==> config.mk <==
export PLATFORM = sky130hd
export DESIGN_NAME = forwarding_hazard_unit
export DESIGN_NICKNAME = d
export VERILOG_FILES = /design/src/rtl/forwarding_hazard_unit_pkg.sv /design/src/rtl/fwd_select.sv /design/src/rtl/forwarding_hazard_unit.sv
export SDC_FILE = /design/constraint.sdc
export NUM_CORES = 1
export LEC_CHECK = 0
export CORE_MARGIN = 3
export CORE_UTILIZATION = 50
export DETAILED_ROUTE_END_ITERATION = 10
export GPL_ROUTABILITY_DRIVEN = 0
export PLACE_DENSITY_LB_ADDON = 0.12
export SYNTH_ARGS = -nofsm -noshare
export SYNTH_HDL_FRONTEND = slang
export SYNTH_SLANG_ARGS = --single-unit
==> constraint.sdc <==
create_clock -name clk -period 2.15 [get_ports clk]
set_input_delay 0.3225 -clock clk [delete_from_list [all_inputs] [get_ports clk]]
set_output_delay 0.3225 -clock clk [all_outputs]
set_load 0.02 [all_outputs]
==> src/rtl/forwarding_hazard_unit_pkg.sv <==
// Shared definitions for the forwarding/hazard unit: ALU operand mux select codes
// and the default register-address width.
package forwarding_hazard_unit_pkg;

  localparam int unsigned REG_AW = 5;

  // Encodings must match the 3:1 operand mux; 2'b11 also selects EX/MEM there.
  typedef enum logic [1:0] {
    FWD_RF  = 2'b00,
    FWD_WB  = 2'b01,
    FWD_MEM = 2'b10
  } fwd_sel_e;

endpackage

==> src/rtl/fwd_select.sv <==
// Per-operand forwarding comparator: picks the youngest in-flight producer of src.
module fwd_select #(
  parameter int unsigned REG_AW   = forwarding_hazard_unit_pkg::REG_AW,
  parameter int unsigned ZERO_REG = 0
) (
  input  logic [REG_AW-1:0] src,
  input  logic [REG_AW-1:0] mem_dest,
  input  logic              mem_rw,
  input  logic [REG_AW-1:0] wb_dest,
  input  logic              wb_rw,
  output logic [1:0]        sel
);
  import forwarding_hazard_unit_pkg::*;

  localparam logic [REG_AW-1:0] ZERO = REG_AW'(ZERO_REG);

  logic mem_hit;
  logic wb_hit;

  assign mem_hit = mem_rw && (mem_dest != ZERO) && (mem_dest == src);
  assign wb_hit  = wb_rw  && (wb_dest  != ZERO) && (wb_dest  == src);

  always_comb begin
    sel = FWD_RF;
    if (mem_hit)     sel = FWD_MEM;
    else if (wb_hit) sel = FWD_WB;
  end

endmodule

==> src/rtl/forwarding_hazard_unit.sv <==
// Forwarding select and load-use stall generation for the EX stage.
// Optional WB-to-ID register-file bypass enabled by defining WB_ID_BYPASS_EN.
module forwarding_hazard_unit #(
  parameter int unsigned REG_AW   = forwarding_hazard_unit_pkg::REG_AW,
  parameter int unsigned ZERO_REG = 0
) (
  input  logic              clk,
  input  logic              reset,
  input  logic              id_valid,
  input  logic [REG_AW-1:0] id_rs,
  input  logic [REG_AW-1:0] id_rt,
  input  logic              id_uses_rt,
  input  logic [REG_AW-1:0] id_dest,
  input  logic              id_regwrite,
  input  logic              id_memread,
  input  logic              flush,
  output logic [1:0]        fwd_a,
  output logic [1:0]        fwd_b,
  output logic              stall,
  output logic              id_byp_a,
  output logic              id_byp_b
);
  import forwarding_hazard_unit_pkg::*;

  localparam logic [REG_AW-1:0] ZERO = REG_AW'(ZERO_REG);

  logic [REG_AW-1:0] ex_rs, ex_rt, ex_dest, mem_dest, wb_dest;
  logic              ex_rw, ex_mr, mem_rw, wb_rw;
  logic              bubble;

  assign stall = ex_mr && (ex_dest != ZERO) && id_valid &&
                 ((ex_dest == id_rs) || (id_uses_rt && (ex_dest == id_rt)));

  // Stall also forces a bubble, so the held ID instruction re-enters EX one cycle later.
  assign bubble = stall || flush || !id_valid;

  always_ff @(posedge clk or posedge reset) begin
    if (reset) begin
      ex_rs    <= '0;
      ex_rt    <= '0;
      ex_dest  <= '0;
      ex_rw    <= 1'b0;
      ex_mr    <= 1'b0;
      mem_dest <= '0;
      mem_rw   <= 1'b0;
      wb_dest  <= '0;
      wb_rw    <= 1'b0;
    end else begin
      wb_dest  <= mem_dest;
      wb_rw    <= mem_rw;
      mem_dest <= ex_dest;
      mem_rw   <= ex_rw;
      if (bubble) begin
        ex_rs   <= '0;
        ex_rt   <= '0;
        ex_dest <= '0;
        ex_rw   <= 1'b0;
        ex_mr   <= 1'b0;
      end else begin
        ex_rs   <= id_rs;
        ex_rt   <= id_rt;
        ex_dest <= id_dest;
        ex_rw   <= id_regwrite;
        ex_mr   <= id_memread;
      end
    end
  end

  fwd_select #(.REG_AW(REG_AW), .ZERO_REG(ZERO_REG)) u_fwd_a (
    .src      (ex_rs),
    .mem_dest (mem_dest),
    .mem_rw   (mem_rw),
    .wb_dest  (wb_dest),
    .wb_rw    (wb_rw),
    .sel      (fwd_a)
  );

  fwd_select #(.REG_AW(REG_AW), .ZERO_REG(ZERO_REG)) u_fwd_b (
    .src      (ex_rt),
    .mem_dest (mem_dest),
    .mem_rw   (mem_rw),
    .wb_dest  (wb_dest),
    .wb_rw    (wb_rw),
    .sel      (fwd_b)
  );

`ifdef WB_ID_BYPASS_EN
  assign id_byp_a = wb_rw && (wb_dest != ZERO) && (wb_dest == id_rs);
  assign id_byp_b = wb_rw && (wb_dest != ZERO) && (wb_dest == id_rt) && id_uses_rt;
`else
  assign id_byp_a = 1'b0;
  assign id_byp_b = 1'b0;
`endif

endmodule

==> metrics, run 1 <==
fin. max-slew vios 0; ys flop type dfrtp_1; sequential area share after synthesis 52.4%; root buffer cell clkbuf_4; largest net degree at the start of global routing 30; initial antenna violation count 0; WL/cell 14.9 um; Layout area overhead 35.5%; Hold Buf Count CTS 0; synthesized area 0.00139 mm2; DRC 0; die area 0.00344 mm2; min cycle time layout 2.23 ns; Final Power 1100 uW; unrepaired setup endpoints after global routing true; failing checks setup timing; FFs w/ async S/R, synth 100%; Yosys cell types 24; setup violators final 2; core footprint 0.00254 mm2; Fill cells 192; Post-Syn Area per Cell 11.1 um2; IO Pins 29; post-synth top area cell dfrtp_1; Yosys reg bits 29; max-cap check violation count 0; Starting Density 54.4%; vias in the first global route 1,129; Worst setup SP type flip-flop; CP Class flip-flop to output port; Max H-tree Level 2; Chip Width 58.6 um; Post-Syn Instances 125; clock-pin slew of the registers on the worst-case setup and hold paths 0.09 ns; Hold/Removal Path Class input pin to asynchronous set/reset pin; Layout Nets 192; top cells by area, synth dfrtp_1, xnor2_1, xor2_1; Pwr per Cell Area 586 mW/mm2; CP Capture Type output port; IO buf count 26; WL final 2970 um; WP data arrival 1.90 ns; Synth top area share 52.4%; Yosys warnings 0; Routed Antenna Nets 0; final hold viol count 0; remaining global-route overflow 0; post-DP HPWL 2270 um; Detailed Routing Iterations Pass 1 3; row count 18; Post-Place Worst Slack -0.244 ns; Post-synth EDFFs 0; total track usage 20.8%; Die Y 58.6 um; Clock Sinks 29; global-route wire length before repair 5060 um; Leak Pwr 0.000889 uW; Peak VDD IR 0.498 mV; vias 1,037; fmax 449 MHz; period utilization 104%; Register-to-Register Path Depth 4; worst setup margin -0.0759 ns; status complete, but fails checks; WP data required 1.83 ns; post-DR vias/cell 5.19; CTS tree done; Crit Path Max Fanout 2; skew final 0.00667 ns; maximum root-to-sink buffer count 2; clock latency on the worst-skew pair 0.32 ns; ANT cells 0; number of CTS-inserted buffers 5; First DRT Iteration DRCs 11; share of layout cells above drive strength 1 24.7%
==> final timing paths <==
check / from / slack [ns] / to
worst max-delay path: wb_dest[3] / -0.08 / fwd_b[0]
max in group asynchronous: reset / 1.53 / wb_dest[2]
min in group clk: ex_rw / 0.36 / mem_rw
worst max register to register: ex_dest[2] / 0.52 / ex_rt[4]
worst min-delay path: reset / 0.36 / ex_mr
worst min register to register: ex_rw / 0.36 / mem_rw
==> worst max-delay path, stage by stage, from the launching register on <==
cell and delay (ns):
dfrtp_1 0.40, buf_4 0.15, xor2_1 0.15, or4_4 0.43, nor4_2 0.28, buf_4 0.18
==> cell families (layout without fill, tap and decap cells) <==
family | Yosys count | count (layout) | synth area share [%]
AO/OA/AOI/OAI | 21 | 21 | 11.0
AND/OR/NAND/NOR | 34 | 34 | 12.1
other | 1 | 2 | 0.271
XOR/XNOR | 30 | 30 | 19.0
flip-flops | 29 | 29 | 52.4
buffers and inverters | 10 | 54 | 5.24
==> cell usage in the layout, fill, tap and decap left out, types with 2 or more instances in the layout <==
| cell type | instances |
|---|---|
| dfrtp_1 | 29 |
| xnor2_1 | 16 |
| xor2_1 | 14 |
| clkbuf_4 | 5 |
| or4_1 | 2 |
| nor4_2 | 2 |
| a211oi_2 | 2 |
| clkdlybuf4s50_1 | 21 |
| nor4_4 | 2 |
| nand3_1 | 3 |
| a21oi_1 | 7 |
| a211oi_1 | 8 |
| conb_1 | 2 |
| buf_6 | 2 |
| nand2_1 | 19 |
| buf_4 | 22 |
| or4_4 | 2 |
==> layout make-up <==
type / count / area (um2) / area share, %
Clock buffer: 7 / 55.1 / 2.93
Inverter: 1 / 3.75 / 0.200
Tap cell: 30 / 37.5 / 2.00
Timing Repair Buffer: 46 / 403 / 21.5
Multi-Input combinational cell: 87 / 652 / 34.7
Sequential cell: 29 / 726 / 38.7
==> where the power goes <==
part | total (uW) | switching [uW] | internal (uW)
registers | 584 | 17.9 | 566
clock network | 331 | 176 | 154
logic | 185 | 87.2 | 97.6
total | 1100 | 282 | 817
==> metrics by stage <==
step / instances / utilization, % / area [um2] / TNS (ns) / hold WS, ns
detailed placement: 192 / 69.7 / 1770 / -1.06 / 0.348
CTS: 200 / 73.5 / 1870 / -0.215 / 0.358
finish: 200 / 73.7 / 1880 / -0.124 / 0.359
floorplan: 126 / - / 1400 / 0 / 0.331
global placement: 192 / 69.7 / 1770 / -0.801 / 0.335
global route: 200 / 73.7 / 1880 / -0.475 / 0.372
==> state kept, by name (all words and copies together), names as in the netlist <==
signal    flops
ex_dest       5
ex_rs         5
ex_rt         5
mem_dest      5
wb_dest       5
ex_mr         1
ex_rw         1
mem_rw        1
wb_rw         1
==> synthesized netlist by cell type, types with 2 or more instances <==
master and n:
dfrtp_1 29, o21ai_1 2, buf_4 4, nand2_1 19, or4_1 4, nor4_1 4, a211oi_2 2, clkbuf_1 2
nand3_1 3, xnor2_1 16, a21oi_1 7, a211oi_1 8, xor2_1 14
==> timing repair <==
item	in CTS	in global routing
gates resized for setup	34	2
setup buffers	1	0
gates cloned	0	0
pin swaps	9	4
endpoints found under the setup margin	5	5
==> layer usage <==
layer  global-route usage [%]  share of wire, %
met3                     7.24               5.1
met4                     10.4               2.6
met5                        0                 0
met2                     36.4                54
met1                     22.0                38
Power figures use the tool's default switching activity.
==> run 2, diff against run 1 <==
- CORE_ASPECT_RATIO: default -> 1.1
==> run 2 against run 1 <==
The flow still finishes with violations (setup timing). Critical path depth unchanged. Routed wire length increased by 2.3%. Utilization increased by 1.9 points. Final cell count increased by 1.5%. Sequential share of layout area decreased by 1.3 points. Sequential power about the same. Combinational power increased by 6%. First-iteration DRC count increased by 45%. Cell area increased by 3.5%. Maximum frequency decreased by 1.2%.
==> metrics, run 2 (synthesized netlist as in run 1, its figures left out) <==
skew final 0.00798 ns; post-DR vias/cell 5.13; clock-pin slew of the registers on the worst-case setup and hold paths 0.09 ns; status complete, but fails checks; vias in the first global route 1,137; CP Class flip-flop to output port; Crit Path Max Fanout 3; fmax 444 MHz; r2r startpoint ex_dest[0]; WP data required 1.83 ns; max-cap check violation count 0; min cycle time layout 2.25 ns; Leak Pwr 0.000916 uW; maximum root-to-sink buffer count 2; core footprint 0.00257 mm2; initial antenna violation count 0; Max H-tree Level 2; sequential power share 52.9%; setup violators final 2; worst setup margin -0.104 ns; post-DP HPWL 2210 um; DRC 0; Layout Cells excl Fill 203; Worst setup SP type flip-flop; CTS tree done; failing checks setup timing; Clock Sinks 29; Pwr per Cell Area 568 mW/mm2; root buffer cell clkbuf_4; Hold Buf Count CTS 0; Design Area, Final 0.00194 mm2; Die Y 61.2 um; Layout area overhead 40.3%; Fill cells 184; global-route wire length before repair 5070 um; remaining global-route overflow 0; switch share 25.4%; commonest non-fill, non-tap cells in the layout dfrtp_1, buf_4, clkdlybuf4s50_1; net switching power 281 uW; total internal power 823 uW; die area 0.00344 mm2; WL final 3040 um; WL/cell 15.0 um; Routed Antenna Nets 0; fin util 75.7%; Detailed Routing Iterations Pass 1 4; row count 19; number of CTS-inserted buffers 5; Chip Width 56.2 um; Peak VDD IR 0.494 mV; First DRT Iteration DRCs 16; Clk network pwr share 29.2%; share of layout cells above drive strength 1 28.5%; IO buf count 26; Starting Density 53.9%; period utilization 105%; CP Capture Type output port; vias 1,041; Register-to-Register Path Depth 4; combinational share of power 17.9%; fin. max-slew vios 0; total track usage 20.1%; Worst R2R Setup Slack 0.46 ns; dpl cells 191; largest net degree at the start of global routing 30; IO Pins 29; clock latency on the worst-skew pair 0.31 ns; Layout Nets 194; final hold viol count 0; most common cell after layout, fill and taps aside dfrtp_1; FF-to-FF End ex_rt[1]; Cell Area, Placed 0.00176 mm2; Hold/Removal Path Class input pin to asynchronous set/reset pin; ANT cells 0; unrepaired setup endpoints after global routing true; WP data arrival 1.93 ns
==> run 2: per-stage QoR <==
stage	TNS [ns]	power, uW	hold slack, ns	setup slack, ns
2_1_floorplan	0	683	0.331	0.158
3_3_place_gp	-0.788	759	0.335	-0.189
3_5_place_dp	-0.996	763	0.352	-0.253
4_1_cts	-0.163	1110	0.363	-0.0852
5_1_grt	-0.511	1160	0.375	-0.220
6_report	-0.168	1100	0.367	-0.104
==> run 2: area by class of cell <==
class	count	area, um2	area share, %
multi-input cells	87	698	35.9
clock buffers	7	55.1	2.83
well taps	31	38.8	2.00
inverters	1	3.75	0.193
repair buffers	48	422	21.7
flip-flops and latches	29	726	37.3
==> run 2: critical path, cell delays in order (launching register included) <==
cell	delay (ns)
dfrtp_1	0.41
or4_1	0.14
o21ai_1	0.07
or4_4	0.54
nor4_4	0.28
buf_4	0.18
==> run 2: metal layers <==
layer	vias to the layer above	routed length, um	global-route usage, %
li1	515	-	-
met1	483	1150	19.8
met2	33	1650	38.6
met3	10	123	5.87
met4	0	113	11.5
met5	-	0	0
==> run 2: worst max-delay path by stage <==
stage,start,end,cells after the start
6_report,wb_dest[4],fwd_b[0],5
5_1_grt,wb_dest[3],fwd_b[0],5
4_1_cts,ex_rs[1],fwd_a[0],4
3_5_place_dp,mem_dest[4],fwd_a[0],5
3_3_place_gp,id_rs[0],stall,6
2_1_floorplan,mem_dest[4],fwd_a[0],4
==> run 2: power groups by stage <==
stage	clock network (uW)	registers (uW)	logic, uW
6_report	322	584	197
5_1_grt	361	587	216
4_1_cts	338	584	188
3_5_place_dp	0	594	168
3_3_place_gp	0	593	165
2_1_floorplan	0	593	90.2
==> run 2: timing repair <==
action / CTS / global route
endpoints found under the setup margin: 5 / 4
resized for setup: 36 / 8
pin swaps: 12 / 5
setup buffers: 5 / 1
